`config.mk`:
```
export PLATFORM = sky130hd
export DESIGN_NAME = mem_access_ctrl
export DESIGN_NICKNAME = d
export VERILOG_FILES = /design/src/rtl/mem_access_ctrl.sv
export SDC_FILE = /design/constraint.sdc
export NUM_CORES = 1
export LEC_CHECK = 0
export ABC_AREA = 0
export BUFFER_PORTS_ARGS = -buffer_cell sky130_fd_sc_hd__buf_4
export CORE_ASPECT_RATIO = 0.5
export CORE_MARGIN = 2
export CORE_UTILIZATION = 48
export DETAILED_ROUTE_END_ITERATION = 8
export MAX_ROUTING_LAYER = met4
export PLACE_DENSITY_LB_ADDON = 0.25
export SYNTH_ARGS = -nofsm -noshare
export SYNTH_HDL_FRONTEND = slang
export SYNTH_SLANG_ARGS = --single-unit
```
`constraint.sdc`:
```
create_clock -name clk -period 3.4 [get_ports clk]
set_input_delay 0.17 -clock clk [delete_from_list [all_inputs] [get_ports clk]]
set_output_delay 0.17 -clock clk [all_outputs]
set_load 0.02 [all_outputs]
```
`src/rtl/mem_access_ctrl.sv`:
```
// Data-memory access controller for the MEM stage: issues one aligned load/store and formats load data.
// Optional feature: define MEM_TIMEOUT_EN to abort BUSY after TIMEOUT_CYCLES cycles without dmem_ack.
module mem_access_ctrl #(
   parameter int TIMEOUT_CYCLES = 16
) (
   input  logic        clk,
   input  logic        rst,
   input  logic        valid_in,
   input  logic [6:0]  opcode_in,
   input  logic [2:0]  funct3_in,
   input  logic [31:0] addr_in,
   input  logic [31:0] wdata_in,
   output logic        stall_out,
   output logic        dmem_req,
   output logic        dmem_we,
   output logic [31:0] dmem_addr,
   output logic [31:0] dmem_wdata,
   output logic [3:0]  dmem_be,
   input  logic        dmem_ack,
   input  logic [31:0] dmem_rdata,
   output logic [31:0] load_data_out,
   output logic        load_valid_out,
   output logic        misalign_out,
   output logic        timeout_out
);

   localparam logic [6:0] OP_LOAD  = 7'b0000011;
   localparam logic [6:0] OP_STORE = 7'b0100011;

   typedef enum logic [1:0] {IDLE, BUSY, DONE} state_t;

   if (TIMEOUT_CYCLES < 1) begin : g_bad_timeout
      $error("TIMEOUT_CYCLES must be at least 1");
   end

   state_t      state_q, state_d;
   logic        req_q, req_d;
   logic        we_q, we_d;
   logic [31:0] addr_q, addr_d;
   logic [31:0] wdata_q, wdata_d;
   logic [3:0]  be_q, be_d;
   logic [2:0]  f3_q, f3_d;
   logic [1:0]  off_q, off_d;
   logic [31:0] ld_data_q, ld_data_d;
   logic        ld_vld_q, ld_vld_d;
   logic        mis_q, mis_d;
   logic        tmo_hit;

   logic        is_load, is_store, memop;
   logic        sz_byte, sz_half, misaligned, accept;
   logic [3:0]  be_new;
   logic [31:0] wdata_new;
   logic [31:0] rd_shift;
   logic [31:0] ld_fmt;

   assign is_load    = valid_in && (opcode_in == OP_LOAD);
   assign is_store   = valid_in && (opcode_in == OP_STORE);
   assign memop      = is_load || is_store;
   // funct3[1:0] of 10 and 11 both decode as word, so undefined encodings fall back to word size
   assign sz_byte    = (funct3_in[1:0] == 2'b00);
   assign sz_half    = (funct3_in[1:0] == 2'b01);
   assign misaligned = (sz_half && addr_in[0]) || (!sz_byte && !sz_half && (addr_in[1:0] != 2'b00));
   assign accept     = (state_q != BUSY) && memop && !misaligned;

   always_comb begin
      be_new    = 4'b1111;
      wdata_new = wdata_in;
      if (is_store) begin
         if (sz_byte) begin
            be_new    = 4'b0001 << addr_in[1:0];
            wdata_new = {4{wdata_in[7:0]}};
         end else if (sz_half) begin
            be_new    = addr_in[1] ? 4'b1100 : 4'b0011;
            wdata_new = {2{wdata_in[15:0]}};
         end
      end
   end

   // Lane select uses the offset captured at issue, since addr_in may change while BUSY
   assign rd_shift = dmem_rdata >> {off_q, 3'b000};

   always_comb begin
      case (f3_q)
         3'b000:  ld_fmt = {{24{rd_shift[7]}}, rd_shift[7:0]};
         3'b001:  ld_fmt = {{16{rd_shift[15]}}, rd_shift[15:0]};
         3'b100:  ld_fmt = {24'd0, rd_shift[7:0]};
         3'b101:  ld_fmt = {16'd0, rd_shift[15:0]};
         default: ld_fmt = dmem_rdata;
      endcase
   end

`ifdef MEM_TIMEOUT_EN
   localparam int CW = $clog2(TIMEOUT_CYCLES + 1);
   logic [CW-1:0] cnt_q, cnt_d;
   logic          tmo_q;

   assign tmo_hit = (state_q == BUSY) && !dmem_ack && (cnt_q == CW'(TIMEOUT_CYCLES - 1));

   always_comb begin
      cnt_d = '0;
      if (state_q == BUSY && state_d == BUSY) begin
         cnt_d = cnt_q + 1'b1;
      end
   end

   always_ff @(posedge clk or posedge rst) begin
      if (rst) begin
         cnt_q <= '0;
         tmo_q <= 1'b0;
      end else begin
         cnt_q <= cnt_d;
         tmo_q <= tmo_hit;
      end
   end

   assign timeout_out = tmo_q;
`else
   assign tmo_hit     = 1'b0;
   assign timeout_out = 1'b0;
`endif

   always_comb begin
      state_d   = state_q;
      req_d     = req_q;
      we_d      = we_q;
      addr_d    = addr_q;
      wdata_d   = wdata_q;
      be_d      = be_q;
      f3_d      = f3_q;
      off_d     = off_q;
      ld_data_d = ld_data_q;
      ld_vld_d  = 1'b0;
      mis_d     = 1'b0;
      case (state_q)
         IDLE, DONE: begin
            state_d = IDLE;
            if (memop && misaligned) begin
               mis_d = 1'b1;
            end else if (accept) begin
               state_d = BUSY;
               req_d   = 1'b1;
               we_d    = is_store;
               addr_d  = {addr_in[31:2], 2'b00};
               wdata_d = wdata_new;
               be_d    = be_new;
               f3_d    = funct3_in;
               off_d   = addr_in[1:0];
            end
         end
         BUSY: begin
            if (dmem_ack) begin
               state_d = DONE;
               req_d   = 1'b0;
               if (!we_q) begin
                  ld_data_d = ld_fmt;
                  ld_vld_d  = 1'b1;
               end
            end else if (tmo_hit) begin
               state_d = IDLE;
               req_d   = 1'b0;
            end
         end
         default: begin
            state_d = IDLE;
            req_d   = 1'b0;
         end
      endcase
   end

   always_ff @(posedge clk or posedge rst) begin
      if (rst) begin
         state_q   <= IDLE;
         req_q     <= 1'b0;
         we_q      <= 1'b0;
         addr_q    <= '0;
         wdata_q   <= '0;
         be_q      <= '0;
         f3_q      <= '0;
         off_q     <= '0;
         ld_data_q <= '0;
         ld_vld_q  <= 1'b0;
         mis_q     <= 1'b0;
      end else begin
         state_q   <= state_d;
         req_q     <= req_d;
         we_q      <= we_d;
         addr_q    <= addr_d;
         wdata_q   <= wdata_d;
         be_q      <= be_d;
         f3_q      <= f3_d;
         off_q     <= off_d;
         ld_data_q <= ld_data_d;
         ld_vld_q  <= ld_vld_d;
         mis_q     <= mis_d;
      end
   end

   assign stall_out      = accept || ((state_q == BUSY) && !dmem_ack);
   assign dmem_req       = req_q;
   assign dmem_we        = we_q;
   assign dmem_addr      = addr_q;
   assign dmem_wdata     = wdata_q;
   assign dmem_be        = be_q;
   assign load_data_out  = ld_data_q;
   assign load_valid_out = ld_vld_q;
   assign misalign_out   = mis_q;

endmodule

```
==> metrics.md, run 1 <==
| Metric | Value |
|---|---|
| Outcome | complete, no violations |
| H-Tree Depth | 3 |
| XOR/XNOR Fraction of Synth Area | 0% |
| Layout area overhead | 41.0% |
| Worst-path clk slew | 70 ps |
| Register bit count reported by yosys | 109 |
| Area fraction in compound gates after synthesis | 11.3% |
| Tightest Pin Transition | 1160 ps |
| GRT busiest layer | met2 |
| Largest net degree at the start of global routing | 87 |
| Largest fanout on the critical path | 16 |
| Number of diodes | 0 |
| Slew Viols, Final | 0 |
| I/O pin count | 216 |
| Layout cells sized above 1 | 31.8% |
| Final worst slack | 922 ps |
| Post-synthesis sequential area ratio | 54.7% |
| Startpoint Class | flip-flop |
| Post-synthesis mux area share | 3.87% |
| GRT Util Overall | 26.6% |
| Setup TNS | 0 ps |
| Critical path class | reg2reg |
| WHS | 15.8 ps |
| Max Clock Skew | 6.22 ps |
| Row count | 26 |
| Post-route minimum period | 2480 ps |
| DRT Wirelength | 14,200 µm |
| Global-route wire length before repair | 23,200 µm |
| RSZ-0062 raised after global routing | false |
| Max-slew headroom at the worst pin | 22.6% |
| Final Total Pwr | 3.43 mW |
| Finished Layout Cells | 905 |
| Die X | 148 µm |
| Setup violators final | 0 |
| DR vias | 4,667 |
| Initial antenna violation count | 0 |
| Cell variety after synth | 38 |
| Worst skew pair latency | 340 ps |
| RePlAce Congestion | 0.854 |
| First-pass DRT Iterations | 4 |
| Hold Path Class | in2reg |
| CORE AREA | 10,100 µm² |
| Dpl cells | 884 |
| # clock sinks | 109 |
| Routing usage on met1 | 33.5% |
| Synth Area in Simple Gates | 26.3% |
| Synthesis Warnings | 0 |
| Placed Area | 6680 µm² |
| Pwr Density | 489 nW/µm² |
| Synth Area in Adders | 0% |
| Antenna viol nets, final | 0 |
| Period utilization | 72.9% |
| Vias in the first global route | 4,638 |
| Num CTS Buffers | 9 |
| Root buffer cell | clkbuf_16 |
| Setup WS pre-CTS | 951 ps |
| DIE HEIGHT | 76.0 µm |
| # Max-Cap Violations | 0 |
| Residual DRC | 0 |
| Nets | 870 |
| PortBufs | 212 |
| Initial Utilization | 49.1% |
| Worst setup EP type | flip-flop |
| Largest family of logic cells by synthesized area | simple AND/OR/NAND/NOR gates |
| Critical Path RT | 3560 ps |
| Mean Syn Cell Area | 8.87 µm² |
| Cell area after layout | 7020 µm² |
| Die area | 11,300 µm² |
| Total global routing overflow | 0 |
| CTS tree | done |
| Max frequency | 404 MHz |
| Avg WL per Cell | 15.7 µm |
| Synthesized area | 4980 µm² |
| Starting DRT DRC Count | 239 |
| Syn Inst Count | 562 |
| Lkg Pwr | 3.66 nW |
| DR vias/cell | 5.16 |
| GR Layer Usage met3 | 6.41% |
| Hold Fails Final Rpt | 0 |
| GR met2 Demand/Resource | 43.9% |
| Crit path DAT | 2640 ps |
| Detailed placement HPWL | 10,400 µm |
| CTS max path bufs | 2 |
| Final core utilization | 69.2% |
| Worst IR Drop VDD | 0.250 mV |
[per-layer routing]
| metal | part of all wire [%] | vias to the layer above |
|---|---|---|
| met5 | 0 | - |
| met4 | 1.4 | 0 |
| met3 | 6.9 | 18 |
| met2 | 49 | 172 |
| met1 | 43 | 2207 |
| li1 | - | 2270 |
[cells in the final DEF, fill, tap and decap left out, types with 2 or more instances in the layout]
master	n
a21oi_1	18
a22oi_1	8
a31oi_1	19
buf_4	218
clkbuf_16	9
clkinv_2	2
clkinvlp_4	2
conb_1	3
dfrtp_1	109
dlygate4sd3_1	5
inv_1	3
mux2i_1	17
nand2_1	196
nand2b_1	12
nand3_1	42
nor2_1	32
nor2b_1	11
o21ai_0	12
o21ai_1	2
o2bb2ai_1	8
o31ai_1	15
[power breakdown]
group	leakage, nW	switching [mW]	internal (mW)
logic	2.05	0.457	0.383
registers	1.46	0.107	1.45
clock network	0.138	0.469	0.571
[registers in the layout, indices dropped and copies added (netlist names)]
register        cells
load_data_out      32
f3_q                3
state_q             2
dmem_req            1
dmem_addr          30
load_valid_out      1
dmem_be             4
dmem_we             1
off_q               2
misalign_out        1
dmem_wdata         32
[synthesized netlist by cell type, drive strengths merged]
library cell  count  share of area [%]
nand4bb           1               0.23
clkbuf           29                2.2
o2111ai           1               0.18
nor4b             1               0.18
o31ai            15                2.3
mux4              1               0.45
o211ai            1               0.15
o21ai            14                1.4
clkinv            1              0.075
o21bai            1               0.15
a22oi             8                1.2
or2               1               0.13
a21o              1               0.15
nor2b            11                1.4
nand3            42                4.2
buf              10                1.2
nor4              2               0.55
nand2b           12                1.5
mux2i            17                3.4
o2bb2ai           8                1.4
nor3              2               0.30
dfrtp           109                 55
a21oi            18                1.8
o2111a            1               0.23
and3b             1               0.18
inv               4               0.30
conb              1              0.075
nand3b            1               0.15
nand2           196                 15
a31oi            19                2.4
or4b              1               0.28
nor2             32                2.4
[logic make-up after synthesis]
family / after synthesis
other: 1
DFF: 109
buffers and inverters: 44
AOI/OAI and AO/OA: 87
muxes: 18
and+or+nand+nor: 303
[layout make-up]
cell class | count | area (µm²)
clock buffers | 10 | 229
clock inverters | 6 | 63.8
fillers | 845 | 3130
inverters | 5 | 21.3
multi-input cells | 411 | 2100
flip-flops and latches | 109 | 2730
well taps | 140 | 175
repair buffers | 224 | 1710
[worst paths after layout]
path                               from           endpoint  slack (ps)  cells past startpoint
setup / recovery               off_q[1]  load_data_out[30]         920                      4
hold / removal              addr_in[28]      dmem_addr[28]          20                      3
setup reg to reg               off_q[1]  load_data_out[30]         920                      4
hold reg to reg            dmem_addr[5]       dmem_addr[5]         480                      2
max in group asynchronous           rst            f3_q[0]        2510                      3
min in group asynchronous           rst  load_data_out[22]          80                      2
[worst max-delay path, stage by stage (launching register included)]
cell	delay, ps
dfrtp_1	720
nor2b_1	280
o2bb2ai_1	200
o211ai_1	930
nand3_1	170
[timing repair]
| item | in CTS | in global routing |
|---|---|---|
| hold buffers | 5 | 0 |
| buffers inserted | 0 | 0 |
| resized for setup | 0 | 0 |
| hold endpoints to repair | 5 | 0 |
Note: power is estimated with default switching activity, not from simulation.
==> run 2: changes to the inputs <==
Clock period 3.4 ns to 2.6 ns, I/O delays scaled along.
==> metrics.md, run 2 (synthesis results as in run 1) <==
| Metric | Value |
|---|---|
| Outcome | complete, no violations |
| Period utilization | 69.9% (-3.0 points) |
| DR vias/cell | 5.23 (+1.4%) |
| Tightest Pin Transition | 915 ps (-241 ps) |
| Total global routing overflow | 0 (unchanged) |
| Dpl cells | 892 (+0.90%) |
| Switching part of the total | 30.2% (+0.18 points) |
| Die X | 148 µm (unchanged) |
| Final worst slack | 783 ps (-139 ps) |
| Buf/Inv on CP | 2 (+2) |
| Combinational share of power | 25.3% (+0.9 points) |
| H-Tree Depth | 3 (unchanged) |
| Layout cells sized above 1 | 31.5% (-0.30 points) |
| Number of diodes | 0 (unchanged) |
| First-pass DRT Iterations | 5 (+1) |
| Max Clock Skew | 7.25 ps (+1.03 ps) |
| Max-slew headroom at the worst pin | 38.9% (+16 points) |
| Antenna viol nets, final | 0 (unchanged) |
| Largest net degree at the start of global routing | 57 (-34%) |
| # clock sinks | 109 (unchanged) |
| Residual DRC | 0 (unchanged) |
| Worst setup EP type | flip-flop |
| Clock network fraction of total power | 30.8% (+0.5 points) |
| P_sw | 1.39 mW (+35%) |
| Vias in the first global route | 4,800 (+3.5%) |
| Fillers | 766 (-9.3%) |
| Crit path DAT | 2040 ps (-600 ps) |
| Num CTS Buffers | 9 (unchanged) |
| Hold Fails Final Rpt | 0 (unchanged) |
| Hold Path Class | in2reg |
| Setup violators final | 0 (unchanged) |
| Slew Viols, Final | 0 (unchanged) |
| Startpoint Class | flip-flop |
| Starting DRT DRC Count | 298 (+25%) |
| Family with the most delay on the worst path | multiplexers |
| Die area | 11,300 µm² (unchanged) |
| Max frequency | 550 MHz (+36%) |
| Root buffer cell | clkbuf_16 |
| Worst-path clk slew | 70 ps (about the same) |
| Layout area overhead | 48.4% |
| Finished Layout Cells | 941 (+4.0%) |
| PortBufs | 212 (unchanged) |
| Initial Utilization | 49.1% (unchanged) |
| Lkg Pwr | 3.82 nW (+4.6%) |
| Pwr Density | 623 nW/µm² (+27%) |
| RePlAce Congestion | 0.895 (+4.7%) |
| Worst skew pair latency | 340 ps (about the same) |
| I/O pin count | 216 (unchanged) |
| Avg WL per Cell | 16.0 µm (+2.2%) |
| Reg power frac | 43.9% (-1.4 points) |
| GRT Util Overall | 27.8% (+1.2 points) |
| Commonest non-fill, non-tap cell in the layout | buf_4 |
| CP cell instances | buf_4, mux4_2, nand2b_1, o211ai_1, buf_4, nand3_1 |
| Critical Path RT | 2820 ps (-740 ps) |
| DR vias | 4,919 (+5.4%) |
| Multi-input gate area | 2100 µm² (unchanged) |
| Nets | 906 (+4.1%) |
| Largest fanout on the critical path | 16 (unchanged) |
| DIE HEIGHT | 76.0 µm (unchanged) |
| Slowest cell on the critical path | mux4_2 |
| Largest stage delay, worst path | 560 ps (-370 ps) |
| Row count | 26 (unchanged) |
| Setup TNS | 0 ps (unchanged) |
| Global-route wire length before repair | 24,100 µm (+4.1%) |
| Commonest non-fill, non-tap cells in the layout | buf_4 (225), nand2_1 (196), dfrtp_1 (109), nand3_1 (42), dlygate4sd3_1 (33) |
| CTS max path bufs | 2 (unchanged) |
| Post-route minimum period | 1820 ps (-661 ps) |
| Sequential cell area | 2730 µm² (unchanged) |
| Setup WS pre-CTS | 742 ps (-208 ps) |
| Critical path class | reg2reg |
| CORE AREA | 10,100 µm² (unchanged) |
| Worst IR Drop VDD | 0.360 mV (+44%) |
| DRT Wirelength | 15,100 µm (+6.2%) |
| Initial antenna violation count | 0 (unchanged) |
| RSZ-0062 raised after global routing | false |
| CP dominant cell by count | buf_4 |
| Int Pwr | 3.21 mW (+34%) |
| # Max-Cap Violations | 0 (unchanged) |
| CTS tree | done |
| Detailed placement HPWL | 10,600 µm (+1.7%) |
## run 2: worst register-to-register path: cells and delay by family (launching register included)
kind	cells	cell delay [ps]
compound gates	1	100
buf+inv	2	460
flops	1	320
mux	1	560
simple gates	2	260
## run 2: through the flow
stage	hold slack, ps	instance area (µm²)	util, %	total power [mW]
floorplan	235	4990	-	2.60
global placement	318	6760	66.6	3.15
detailed placement	325	6760	66.6	3.17
CTS	3.69	7390	72.8	4.63
global route	2.41	7390	72.8	4.83
finish	14.4	7390	72.8	4.60
## run 2: final timing paths
| path | depth (start not counted) | start | slack (ps) | to |
|---|---|---|---|---|
| worst min register to register | 2 | load_data_out[2] | 480 | load_data_out[2] |
| worst max-delay path | 6 | off_q[1] | 780 | load_data_out[26] |
| max in group asynchronous | 4 | rst | 1350 | dmem_addr[30] |
| worst max register to register | 6 | off_q[1] | 780 | load_data_out[26] |
| min in group asynchronous | 3 | rst | 530 | load_data_out[7] |
| worst min-delay path | 3 | wdata_in[4] | 10 | dmem_wdata[4] |
## run 2: layout make-up
type | instances | area share, %
inverter | 5 | 0.305
timing repair buffer | 260 | 27.9
clock buffer | 10 | 3.23
clock inverter | 6 | 0.931
tap | 140 | 2.37
sequential | 109 | 36.9
multi-input combinational | 411 | 28.4
## run 2: power groups by stage
stage / Sequential [mW] / Clock [mW] / Combinational [mW]
5_1_grt: 2.05 / 1.52 / 1.26
2_1_floorplan: 2.27 / 0 / 0.335
6_report: 2.02 / 1.42 / 1.17
3_5_place_dp: 2.05 / 0 / 1.13
4_1_cts: 2.02 / 1.44 / 1.17
3_3_place_gp: 2.05 / 0 / 1.10
## run 2: timing repair
action	4_1_cts	5_1_grt
setup buffers	0	0
hold buffers	33	0
hold endpoints to repair	69	0
resized for setup	0	0
## run 2: routing by layer
layer,share of wire [%],GRT usage (%),vias up
met5,0,-,-
li1,-,-,2344
met3,7.8,7.19,31
met4,2.4,8.95,0
met2,48,44.4,230
met1,42,35.0,2314
==> run 3: changes to the inputs <==
Settings changed: ABC_AREA 0 to 1, CORE_UTILIZATION 48 to 50.
Clock period 2.6 ns to 1.9 ns, I/O delays scaled along.
==> metrics.md, run 3 <==
| Metric | Value |
|---|---|
| Top FF cell, synth | dfrtp_1 |
| Buf/Inv on CP | 2 (unchanged) |
| Area leader, netlist | dfrtp_1 |
| Post-synthesis async set-or-reset flop share | 100% (unchanged) |
| First-pass DRT Iterations | 5 (unchanged) |
| Setup TNS | 0 ps (unchanged) |
| Critical Path RT | 2130 ps (-690 ps) |
| Int Pwr | 4.42 mW (+38%) |
| Cell area after layout | 8070 µm² (+9.1%) |
| I/O pin count | 216 (unchanged) |
| Worst IR Drop VDD | 0.431 mV (+20%) |
| Largest net degree at the start of global routing | 60 (+5.3%) |
| CTS max path bufs | 2 (unchanged) |
| PortBufs | 212 (unchanged) |
| Period utilization | 90.2% (+20 points) |
| Crit path DAT | 1950 ps (-90 ps) |
| DIE HEIGHT | 79.9 µm (+5.1%) |
| Initial Utilization | 51.8% (+2.8 points) |
| Tightest Pin Transition | 890 ps (-24.4 ps) |
| Synthesis Warnings | 0 (unchanged) |
| Dpl cells | 1,154 (+29%) |
| Number of diodes | 0 (unchanged) |
| Slew Viols, Final | 0 (unchanged) |
| Final core utilization | 72.6% (-0.28 points) |
| Starting DRT DRC Count | 296 (-0.67%) |
| Count leader, synth | nand2_1 |
| Commonest non-fill, non-tap cell in the layout | nand2_1 |
| Synthesized area | 5760 µm² (+16%) |
| Die X | 156 µm (+5.2%) |
| Placed Area | 7460 µm² (+10%) |
| H-Tree Depth | 3 (unchanged) |
| CTS tree | done |
| Vias in the first global route | 5,684 (+18%) |
| DR vias | 6,068 (+23%) |
| Initial antenna violation count | 0 (unchanged) |
| Layout area overhead | 40.0% |
| Fillers | 882 (+15%) |
| # clock sinks | 109 (unchanged) |
| Antenna viol nets, final | 0 (unchanged) |
| Detailed placement HPWL | 12,000 µm (+14%) |
| Layout cells sized above 1 | 23.8% (-7.6 points) |
| Post-route minimum period | 1710 ps (-103 ps) |
| Cell variety after synth | 26 (-32%) |
| Leading cell types by total area after synthesis | dfrtp_1 (47%), nand2_1 (30%), o21ai_0 (4.0%), inv_1 (3.8%), a21oi_1 (2.5%) |
| Top cell type's share of synthesized area | 47.3% (-7.4 points) |
| Pwr Density | 809 nW/µm² (+30%) |
| RePlAce Congestion | 0.876 (-2.1%) |
| Largest fanout on the critical path | 18 (+2) |
| Worst skew pair latency | 350 ps (about the same) |
| Setup violators final | 0 (unchanged) |
| Hold Path Class | in2reg |
| Setup Buffers After CTS | 0 (unchanged) |
| Max frequency | 583 MHz (+6.0%) |
| GRT Util Overall | 28.2% (+0.45 points) |
| Slowest cell on the critical path | dfrtp_1 |
| Register bit count reported by yosys | 109 (unchanged) |
| Family with the most delay on the worst path | simple AND/OR/NAND/NOR gates |
| Mean Syn Cell Area | 6.98 µm² (-21%) |
| DRT Wirelength | 16,900 µm (+12%) |
| Max-slew headroom at the worst pin | 40.6% (+1.7 points) |
| Max Clock Skew | 11.2 ps (+3.95 ps) |
| CP cell instances | inv_2, nand3_1, nand3_2, nand2_2, o21bai_1, inv_1 |
| Critical path class | reg2reg |
| Final Total Pwr | 6.53 mW (+42%) |
| Clock network fraction of total power | 28.2% (-2.6 points) |
| Syn Inst Count | 826 (+47%) |
| Largest stage delay, worst path | 440 ps (-120 ps) |
| Total global routing overflow | 0 (unchanged) |
| Row count | 27 (+3.8%) |
| Outcome | complete, no violations |
| Switching part of the total | 32.3% (+2.1 points) |
| Post-synth EDFFs | 0 (unchanged) |
| Reg power frac | 42.9% (-1.0 points) |
| Avg WL per Cell | 14.1 µm (-12%) |
| Commonest cells post-synth | nand2_1 (453), dfrtp_1 (109), inv_1 (58), o21ai_0 (46) |
| Finished Layout Cells | 1,202 (+28%) |
| CORE AREA | 11,100 µm² (+9.5%) |
| Residual DRC | 0 (unchanged) |
| RSZ-0062 raised after global routing | false |
| Lkg Pwr | 4.62 nW (+21%) |
| P_sw | 2.11 mW (+51%) |
| Die area | 12,500 µm² (+11%) |
| Hold Fails Final Rpt | 0 (unchanged) |
| Post-synthesis sequential area ratio | 47.3% (-7.4 points) |
| Startpoint Class | flip-flop |
| Num CTS Buffers | 9 (unchanged) |
| Worst-path clk slew | 70 ps (about the same) |
| Root buffer cell | clkbuf_16 |
| DR vias/cell | 5.05 (-3.4%) |
| Combinational share of power | 28.9% (+3.6 points) |
| Worst setup EP type | flip-flop |
| Nets | 1,162 (+28%) |
| Commonest non-fill, non-tap cells in the layout | nand2_1 (453), buf_4 (219), dfrtp_1 (109), inv_1 (57), o21ai_0 (46) |
| # Max-Cap Violations | 0 (unchanged) |
| Global-route wire length before repair | 26,900 µm (+12%) |
[run 3: cell count changes in the layout (fill, tap and decap cells not counted), sizes merged, moves of 12 or more]
| cell | delta |
|---|---|
| mux2i | -17 |
| inv | +58 |
| nand2b | -12 |
| o21ai | +35 |
| a31oi | -19 |
| o31ai | -15 |
| nand2 | +259 |
| o21bai | +15 |
[run 3: cells by family (layout without fill, tap and decap cells)]
group	after synthesis	count (layout)	share of synthesized area [%]
buffers and inverters	107	336	8.40
DFF	109	109	47.3
AOI/OAI and AO/OA	94	94	8.86
other	1	3	0.0651
and+or+nand+nor	515	515	35.3
[run 3: worst paths after layout]
kind,start,to,slack (ps),depth (start not counted)
min,dmem_ack,state_q[0],30,2
max,off_q[1],load_data_out[20],190,6
max in group asynchronous,rst,dmem_wdata[21],900,4
min in group asynchronous,rst,load_data_out[3],390,3
min reg2reg,state_q[0],misalign_out,480,1
max reg2reg,off_q[1],load_data_out[20],190,6
[run 3: layout make-up]
cell class,count,area (µm²),share of cell area (%)
clock buffers,12,256,3.18
clock inverters,4,31.3,0.388
multi-input cells,612,2560,31.7
repair buffers,256,2060,25.6
inverters,64,246,3.06
flip-flops and latches,109,2730,33.8
well taps,145,181,2.25
[run 3: worst reg2reg max path, stage by stage, from the launching register on]
cell	delay (ps)
dfrtp_1	440
inv_2	280
nand3_1	170
nand3_2	210
nand2_2	240
o21bai_1	220
inv_1	60
[run 3: power groups by stage]
stage,Sequential [mW],Clock [mW],Combinational (mW)
floorplan,3.17,0,0.650
global placement,2.83,0,1.79
detailed placement,2.83,0,1.83
CTS,2.80,1.88,1.89
global route,2.84,1.97,2.06
finish,2.80,1.84,1.89
[run 3: stage by stage]
stage,setup WS (ps),hold slack [ps]
floorplan,490,205
global placement,310,192
detailed placement,191,198
CTS,193,3.60
global route,7.19,9.45
finish,185,29.6
[run 3: repair_timing]
action / 4_1_cts / 5_1_grt
hold buffers: 32 / 0
hold endpoints to repair: 54 / 0
endpoints found under the setup margin: 0 / 0
gates resized for setup: 0 / 0
[run 3: routing by layer]
metal	vias up	share of wire, %	track usage (%)
li1	2972	-	-
met1	2821	43	35.8
met2	234	48	46.2
met3	41	6.3	5.16
met4	0	2.8	10.1
met5	-	0	-
